==> src/rtl/display_timings_480p.sv <==
// display_timings_480p
//   Pixel-clock timing generator for a VGA-style raster, 640x480 by default.
//   It produces the beam position and the sync, data-enable and start-of-line /
//   start-of-frame strobes. Every output comes from a flop, and all outputs in a
//   given cycle describe the same sx/sy.
//
//   Generation only runs while the pixel clock is reported locked. Dropping lock
//   or asserting rst returns the block to an idle state. A later lock always
//   starts a fresh frame at (0,0).
//
// Ports
//   clk_pix    in   1      pixel clock
//   rst        in   1      asynchronous, active-high reset
//   clk_locked in   1      pixel clock locked (synchronous to clk_pix)
//   sx         out  CORDW  horizontal position
//   sy         out  CORDW  vertical position
//   hsync      out  1      horizontal sync (active level H_POL)
//   vsync      out  1      vertical sync (active level V_POL)
//   de         out  1      data enable, high inside the visible area
//   line       out  1      one-cycle pulse when sx == 0
//   frame      out  1      one-cycle pulse when sx == 0 and sy == 0
module display_timings_480p #(
  parameter int   CORDW  = 10,
  parameter int   H_RES  = 640,
  parameter int   H_FP   = 16,
  parameter int   H_SYNC = 96,
  parameter int   H_BP   = 48,
  parameter int   V_RES  = 480,
  parameter int   V_FP   = 10,
  parameter int   V_SYNC = 2,
  parameter int   V_BP   = 33,
  parameter logic H_POL  = 1'b0,
  parameter logic V_POL  = 1'b0
) (
  input  logic             clk_pix,
  input  logic             rst,
  input  logic             clk_locked,
  output logic [CORDW-1:0] sx,
  output logic [CORDW-1:0] sy,
  output logic             hsync,
  output logic             vsync,
  output logic             de,
  output logic             line,
  output logic             frame
);

  localparam int H_TOTAL = H_RES + H_FP + H_SYNC + H_BP;
  localparam int V_TOTAL = V_RES + V_FP + V_SYNC + V_BP;

  localparam logic [CORDW-1:0] H_LAST       = CORDW'(H_TOTAL - 1);
  localparam logic [CORDW-1:0] V_LAST       = CORDW'(V_TOTAL - 1);
  localparam logic [CORDW-1:0] H_VIS        = CORDW'(H_RES);
  localparam logic [CORDW-1:0] V_VIS        = CORDW'(V_RES);
  localparam logic [CORDW-1:0] H_SYNC_START = CORDW'(H_RES + H_FP);
  localparam logic [CORDW-1:0] H_SYNC_END   = CORDW'(H_RES + H_FP + H_SYNC - 1);
  localparam logic [CORDW-1:0] V_SYNC_START = CORDW'(V_RES + V_FP);
  localparam logic [CORDW-1:0] V_SYNC_END   = CORDW'(V_RES + V_FP + V_SYNC - 1);

  logic             running_q, running_d;
  logic [CORDW-1:0] sx_q, sx_d;
  logic [CORDW-1:0] sy_q, sy_d;
  logic             hsync_q, hsync_d;
  logic             vsync_q, vsync_d;
  logic             de_q, de_d;
  logic             line_q, line_d;
  logic             frame_q, frame_d;

  // Next position. The output strobes are decoded from the *next* position so
  // that, once registered, they line up with the registered sx/sy rather than
  // trailing them by a cycle.
  always_comb begin
    running_d = running_q;
    sx_d      = sx_q;
    sy_d      = sy_q;
    if (!clk_locked) begin
      running_d = 1'b0;
      sx_d      = '0;
      sy_d      = '0;
    end else if (!running_q) begin
      // A fresh lock always begins at the top-left corner of a new frame.
      running_d = 1'b1;
      sx_d      = '0;
      sy_d      = '0;
    end else if (sx_q == H_LAST) begin
      sx_d = '0;
      sy_d = (sy_q == V_LAST) ? '0 : sy_q + 1'b1;
    end else begin
      sx_d = sx_q + 1'b1;
    end
  end

  // Decode the strobes for the next position. While idle the position is forced
  // to zero, so line/frame/de must also be gated by running_d.
  always_comb begin
    hsync_d = (running_d && sx_d >= H_SYNC_START && sx_d <= H_SYNC_END) ? H_POL : ~H_POL;
    vsync_d = (running_d && sy_d >= V_SYNC_START && sy_d <= V_SYNC_END) ? V_POL : ~V_POL;
    de_d    = running_d && (sx_d < H_VIS) && (sy_d < V_VIS);
    line_d  = running_d && (sx_d == '0);
    frame_d = running_d && (sx_d == '0) && (sy_d == '0);
  end

  // The asynchronous reset forces the idle values onto the outputs immediately,
  // without waiting for a pixel clock edge.
  always_ff @(posedge clk_pix or posedge rst) begin
    if (rst) begin
      running_q <= 1'b0;
      sx_q      <= '0;
      sy_q      <= '0;
      hsync_q   <= ~H_POL;
      vsync_q   <= ~V_POL;
      de_q      <= 1'b0;
      line_q    <= 1'b0;
      frame_q   <= 1'b0;
    end else begin
      running_q <= running_d;
      sx_q      <= sx_d;
      sy_q      <= sy_d;
      hsync_q   <= hsync_d;
      vsync_q   <= vsync_d;
      de_q      <= de_d;
      line_q    <= line_d;
      frame_q   <= frame_d;
    end
  end

  assign sx    = sx_q;
  assign sy    = sy_q;
  assign hsync = hsync_q;
  assign vsync = vsync_q;
  assign de    = de_q;
  assign line  = line_q;
  assign frame = frame_q;

endmodule

==> config.mk <==
export PLATFORM = sky130hd
export DESIGN_NAME = display_timings_480p
export DESIGN_NICKNAME = d
export VERILOG_FILES = /design/src/rtl/display_timings_480p.sv
export SDC_FILE = /design/constraint.sdc
export NUM_CORES = 1
export LEC_CHECK = 0
export CAP_MARGIN = 5
export CORE_MARGIN = 4
export CORE_UTILIZATION = 55
export DETAILED_ROUTE_END_ITERATION = 16
export HOLD_SLACK_MARGIN = 0.1
export PLACE_DENSITY_LB_ADDON = 0.1
export SYNTH_ARGS = -nofsm -noshare
export SYNTH_HDL_FRONTEND = slang
export SYNTH_SLANG_ARGS = --single-unit
==> constraint.sdc <==
create_clock -name clk_pix -period 8.4 [get_ports clk_pix]
set_clock_uncertainty 0.2 [all_clocks]
set_input_delay 1.68 -clock clk_pix [delete_from_list [all_inputs] [get_ports clk_pix]]
set_output_delay 1.68 -clock clk_pix [all_outputs]
set_load 0.05 [all_outputs]
# Yosys cells after proc, flatten, opt, wreduce, memory -nomap -nowiden
# Cells that the tools add are included.
# Widths: inputs -> output; s select.
# word_totals
register_bits,26
input_bits,3
# op_classes
n_lt_le_gt_ge,6
n_eq_ne,2
n_reduce_logical,10
mux,10
addsub,2
# op_table
operator,count
$mux 10,7
$add 10x1->10 const B,2
$eq 10x10->1 const B,2
$logic_not 10->1,2
$ge 10x10->1 const B,1
$ge 10x9->1 const B,1
$le 10x10->1 const B,1
$le 10x9->1 const B,1
$lt 10x10->1 const B,1
$lt 10x9->1 const B,1
$logic_and 1x1->1,8
$mux 1,3

# Logic depth before layout (Yosys ltp)
# Gate-level depths: netlist of the first run.
# depth
ltp_word,9
depth_mapped,9
mapped_depth_nobuf,8

# Worst setup path before layout of the first run
# Ideal clock, no wire load.
# synth_timing
kind,in2reg
startpoint,in clk_locked
endpoint,reg vsync_q (netlist: vsync)
stages,5
path_slack_ns,5.098
path_buffers,0
arrival_ns,3.014
setup_ns,0.088
cell_sequence,and2_1 o21ai_1 o21ba_2 or4b_1 or3_1
# synth_via
elab_chain_len,5
word_cells_on_any_way,7
classes_between,order compare: 2; mux: 3; reduce/logical: 2
# synth_rtl
element,line_no,source
"start, declared",37,"input logic clk_locked,"
$mux 10 (*),75,if (!clk_locked) begin
named net sy_d[8],61,"logic [CORDW-1:0] sy_q, sy_d;"
$ge 10x9->1,96,vsync_d = (running_d && sy_d >= V_SYNC_START && sy_d <= V_SYNC_END) ? V_POL : ~V_POL;
$logic_and 1x1->1,96,
$logic_and 1x1->1 (*),96,
$mux 1 (*),96,
named net vsync_d,63,"logic vsync_q, vsync_d;"
"end signal, assigned",110,vsync_q <= ~V_POL;
"end signal, assigned",119,vsync_q <= vsync_d;
"end, declared",63,
# The timed path passes the listed nets; every way through them passes the cells marked *.

# Worst setup path after layout of the first run
# Same ends and word-level chain as after synthesis.

==> results of run 1 <==
-- state kept, by name (all words and copies together) (netlist names) --
name       count
hsync          1
frame          1
sy            10
line           1
running_q      1
vsync          1
de             1
sx            10
-- critical path, stage by stage --
cell and delay [ns]:
clkdlybuf4s50_1 0.55, and2_1 0.17, o21ai_1 0.23, o21ba_2 0.33, or4b_1 0.46, or3_1 0.39
-- where the power goes --
group,switching (uW),internal [uW]
logic,11.3,4.76
registers,1.03,127
clock network,36.4,26.5
total,48.7,158
-- stage by stage --
stage          setup WS, ns  hold slack [ns]
4_1_cts               4.646           0.3320
3_5_place_dp          4.326           0.3142
2_1_floorplan         5.098           0.3825
6_report              4.619           0.3323
5_1_grt               4.566           0.3625
3_3_place_gp          4.441           0.3119
-- cell usage after synthesis, types with 2 or more instances --
master,instances
dfstp_2,2
o21ba_2,2
and3_1,2
o31ai_1,2
a21oi_1,6
o22ai_1,2
ha_1,3
nor3b_1,4
nand4_1,6
buf_6,2
xor2_1,8
inv_1,9
and2_1,4
o21ai_0,4
a41oi_1,3
nand2_1,11
or4_1,3
nand2b_1,2
nor2_1,18
dfrtp_1,24
nor4_1,3
nor3_1,2
nand3_1,6
xnor2_1,4
buf_2,2
-- kinds of logic after synthesis --
logic type	share of synthesized area, %
adders and majority gates	2.467
AOI/OAI and AO/OA	12.75
muxes	0.6579
DFF	42.93
xor gates and xnor gates	6.908
buffers and inverters	5.345
and+or+nand+nor	28.95
-- routing by layer --
layer | routed length (um) | share of wire (%)
met2 | 1533 | 44
met4 | 42 | 1.2
met5 | 0 | 0
met3 | 248 | 7.1
met1 | 1662 | 48
-- final cells by class --
class / instances / area, um^2
clock buffer: 4 / 36.28
fill: 194 / 745.7
inverter: 10 / 37.54
multi-input combinational: 116 / 787.0
sequential: 26 / 653.1
tap: 30 / 37.54
timing repair buffer: 27 / 270.3
-- how the worst max path moves through the flow --
stage / to / start
after floorplan: vsync / clk_locked
after global placement: vsync / clk_locked
after detailed placement: vsync / clk_locked
after CTS: vsync / clk_locked
after global routing: vsync / clk_locked
final: vsync / clk_locked
==> qor.yml, run 1 <==
setup_path:
  critPathKind: "in2reg"
  critPathLaunchType: "input pin"
  worstPathArrival_ns: 3.82
  endpoint_kind: "flip-flop"
  worstRegToRegCells: 7
  cp_max_fo: 9
  critPathRequiredTime_ns: 8.44
  ff2ff_setup_slack_ns: 5.33
  reg2reg_from: "sx[0]"
  rr_endpoint: "vsync"
global_route:
  top_usage_layer: "met1"
  grt_max_degree: 27
  antenna_found_initial: 0
  grt.total_usage_pct: 21.26
  grt_pass1_wl_um: 5851
  first_global_vias: 1225
  met3_usage_pct: 5.957
  grtUsageMet1_pct: 31.76
  grtUsageMet2_pct: 30.38
  overflow: 0
clock_tree:
  cts_max_level: 1
  clk-insertion-delay-late_ns: 0.32
  cts_setup_buffers: 0
  clock_path_buffers: 2
  clockRootBuffer: "clkbuf_4"
  cts_hold_buf: 0
  cts_tree: "done"
  clock-sinks: 26
  numCtsBuffers: 3
  post_cts_resized: 0
  clk_pin_slew_ns: 0.15
timing:
  tightest_slew_ns: 0.9560
  setup_viol_count_final: 0
  hold_viol_final: 0
  rsz0062_at_grt: "false"
  min_period_ns: 3.781
  slew_headroom_pct: 36.19
  maxSlewViolCount: 0
  fmax_mhz: 264.5
  tns_ns: 0
  min_period_over_period_pct: 45.02
routing:
  post_drt_via_cell_ratio: 6.099
  drt-initial-drc-count: 72
  antenna_left: 0
  wl_per_cell_um: 16.37
  drt_pass1_iterations: 4
  drt_wl_total_um: 3487
  route.vias.total: 1299
  drc_errors: 0
power_and_ir_drop:
  vdd_drop_max_mv: 0.1147
  p_per_area_nw_per_um2: 113.5
  leakage_uw: 0.0006947
  total_power_uw: 206.7
floorplanning:
  ios: 28
  core_area_um2: 2567
  rows: 18
  fp.dieW_um: 60.60
  dieArea_um2: 3672
  initial_utilization_pct: 59.26
  die_y_um: 60.60
cells_and_area:
  stdcell_count: 213
  layout_commonest_cell: "clkdlybuf4s50_1"
  syn_to_final_growth_pct: 19.74
  final_util_pct: 70.96
  design_area_um2: 1822
  layout-drive-gt1-share_pct: 8.197
  final_cell_mix: "clkdlybuf4s50_1, dfrtp_1, nor2_1"
  n_antenna_cell: 0
  nets: 190
placement:
  gp_congestion: 0.7822
  numPortBuffers: 27
  dp.cells: 209
  place_hpwl_um: 2600
  place_area_um2: 1785
outcome:
  status: "finished clean"
job:
  maxCapViolCount: 0
logic_synthesis:
  yosysWarnings: 0
  synth_edf_count: 0
  synth.distinct_cells: 49
  netlist.area_leader.share_pct: 39.47
  async_reset_ff_share_pct: 100.0
  synth_cells: 158
  syn_area_um2: 1521
  yosysSeqAreaShare_pct: 42.93
  yosys.area.top_type: "dfrtp_1"
  synth_area_leaders: "dfrtp_1, xor2_1, nor2_1, dfstp_2, nand2_1"
  synth-main-ff-cell: "dfrtp_1"
  synth_nets: 164
  synth.avg_cell_area_um2: 9.629
  yosys_register_bits: 26
min_path:
  min_to: "sx[0]"
  hold_path_class: "reg2reg"
  holdPathStages: 1
  min-delay-start: "sx[0]"
(Power assumes the default switching activity.)
==> inputs of run 2 (changes only) <==
- CORE_UTILIZATION: 55 -> 52
- clock period: 8.4 -> 3.95 ns (I/O delays scaled with it)
==> run 2 against run 1 <==
Net effect: routed wire length fell by 3.4%; total power rose by 110%; critical path depth rose by 1; sequential cell count did not move; clock power rose by 110%; first-iteration DRC count rose by 31%; final area barely moved; global-route usage fell by 1.3 points; worst hold slack improved by 0.0092 ns; die area rose by 5.0%; via count fell by 5.1%; setup slack got worse by 3.7 ns; critical endpoint unchanged.
==> qor.yml, run 2 (synthesis results as in run 1) <==
outcome:
  status: "finished clean"
setup_path:
  reg2reg_from: "sx[0]"
  endpoint_kind: "flip-flop"
  worstPathArrival_ns: 3.07
  worstRegToRegCells: 7
  startpoint: "sx[0]"
  cpPeakStageDelay_ns: 0.54
  critPathKind: "reg2reg"
  critPathLaunchType: "flip-flop"
  critPathRequiredTime_ns: 4.00
  cp_max_fo: 9
  critPathTopFamily: "simple AND/OR/NAND/NOR gates"
  ff2ff_setup_slack_ns: 0.93
  path_buf_inv: 0
  path_cells: "ha_1 -> and4_1 -> nand3_2 -> nor3b_1 -> nor2_1 -> or4b_1 -> or3_1"
  rr_endpoint: "vsync"
  cp_slowest_cell: "or4b_1"
  crit_end: "vsync"
  path_depth: 7
cells_and_area:
  fillers: 220
  final_util_pct: 65.54
  syn_to_final_growth_pct: 19.82
  multi_input_area_um2: 787.0
  final_cell_mix: "clkdlybuf4s50_1, dfrtp_1, nor2_1"
  regArea_um2: 653.1
  n_antenna_cell: 0
  layout_commonest_cell: "clkdlybuf4s50_1"
  nets: 190
  layout-drive-gt1-share_pct: 8.197
routing:
  post_drt_via_cell_ratio: 5.762
  wl_per_cell_um: 15.74
  antenna_left: 0
  drt_wl_total_um: 3369
  drt_pass1_iterations: 4
  route.vias.total: 1233
  drt-initial-drc-count: 94
  drc_errors: 0
floorplanning:
  fp.dieW_um: 62.09
  core_area_um2: 2781
  die_y_um: 62.09
  rows: 19
  dieArea_um2: 3855
  initial_utilization_pct: 54.70
  ios: 28
global_route:
  grt.total_usage_pct: 19.97
  grt_max_degree: 27
  grtUsageMet2_pct: 27.07
  grt_pass1_wl_um: 5644
  antenna_found_initial: 0
  overflow: 0
  grtUsageMet1_pct: 31.73
  met3_usage_pct: 4.132
  top_usage_layer: "met1"
  first_global_vias: 1169
clock_tree:
  numCtsBuffers: 3
  cts_setup_buffers: 0
  clock_path_buffers: 2
  post_cts_resized: 0
  clock-sinks: 26
  cts_hold_buf: 0
  cts_tree: "done"
  cts_max_level: 1
  clk_pin_slew_ns: 0.14
  clk-insertion-delay-late_ns: 0.32
  clockRootBuffer: "clkbuf_4"
timing:
  min_period_ns: 3.021
  fmax_mhz: 331.0
  min_period_over_period_pct: 76.48
  rsz0062_at_grt: "false"
  tns_ns: 0
  tightest_slew_ns: 0.9900
  slew_headroom_pct: 33.93
  hold_viol_final: 0
  maxSlewViolCount: 0
  setup_viol_count_final: 0
power_and_ir_drop:
  leakage_uw: 0.0006947
  comb_power_share_pct: 7.6
  p_sw_share_pct: 23.47
  p_sw_uw: 103.1
  p_seq_share_pct: 62.0
  p_clk_share_pct: 30.4
  p_per_area_nw_per_um2: 240.9
  p_int_uw: 336.2
  vdd_drop_max_mv: 0.2752
min_path:
  hold_path_class: "reg2reg"
placement:
  place_hpwl_um: 2514
  numPortBuffers: 27
  gp_congestion: 0.8883
job:
  maxCapViolCount: 0
run 2: cell counts in the layout (fill, tap and decap cells not counted):
No cell type changed its count.
run 2: how the worst min path moves through the flow:
stage / end / slack, ns / depth (start not counted) / startpoint
after global routing: sx[0] / 0.37 / 1 / sx[0]
after detailed placement: sx[0] / 0.32 / 1 / sx[0]
after floorplan: sx[2] / 0.38 / 2 / running_q
after CTS: sx[0] / 0.34 / 1 / sx[0]
final: sx[0] / 0.34 / 1 / sx[0]
after global placement: sx[0] / 0.31 / 1 / sx[0]
run 2: power by group through the flow:
| stage | Clock, uW | Sequential (uW) | Combinational (uW) |
|---|---|---|---|
| floorplan | 0 | 287 | 12.2 |
| global placement | 0 | 277 | 33.5 |
| detailed placement | 0 | 277 | 33.9 |
| CTS | 139 | 272 | 34.1 |
| global route | 148 | 273 | 36.7 |
| finish | 133 | 272 | 33.6 |
run 2: routing by layer:
layer	routed length [um]	share of wire (%)
met3	139	4.1
met5	0	0
met2	1416	42
met1	1783	53
met4	29	0.86
run 2: through the flow:
step	instance area (um^2)	hold slack, ns	instances	power, uW	setup WS [ns]
5_1_grt	1823	0.3652	214	457.5	0.6851
6_report	1823	0.3415	214	439.2	0.9289
3_5_place_dp	1787	0.3160	210	310.7	0.8209
2_1_floorplan	1521	0.3825	158	298.9	0.9310
4_1_cts	1823	0.3416	214	445.6	0.9064
3_3_place_gp	1787	0.3081	210	310.5	0.8855
run 2: area by class of cell:
| class | instances | area share (%) |
|---|---|---|
| Multi-Input combinational cell | 116 | 43.17 |
| Sequential cell | 26 | 35.83 |
| Timing Repair Buffer | 27 | 14.82 |
| Tap cell | 31 | 2.128 |
| Inverter | 10 | 2.059 |
| Clock buffer | 4 | 1.990 |
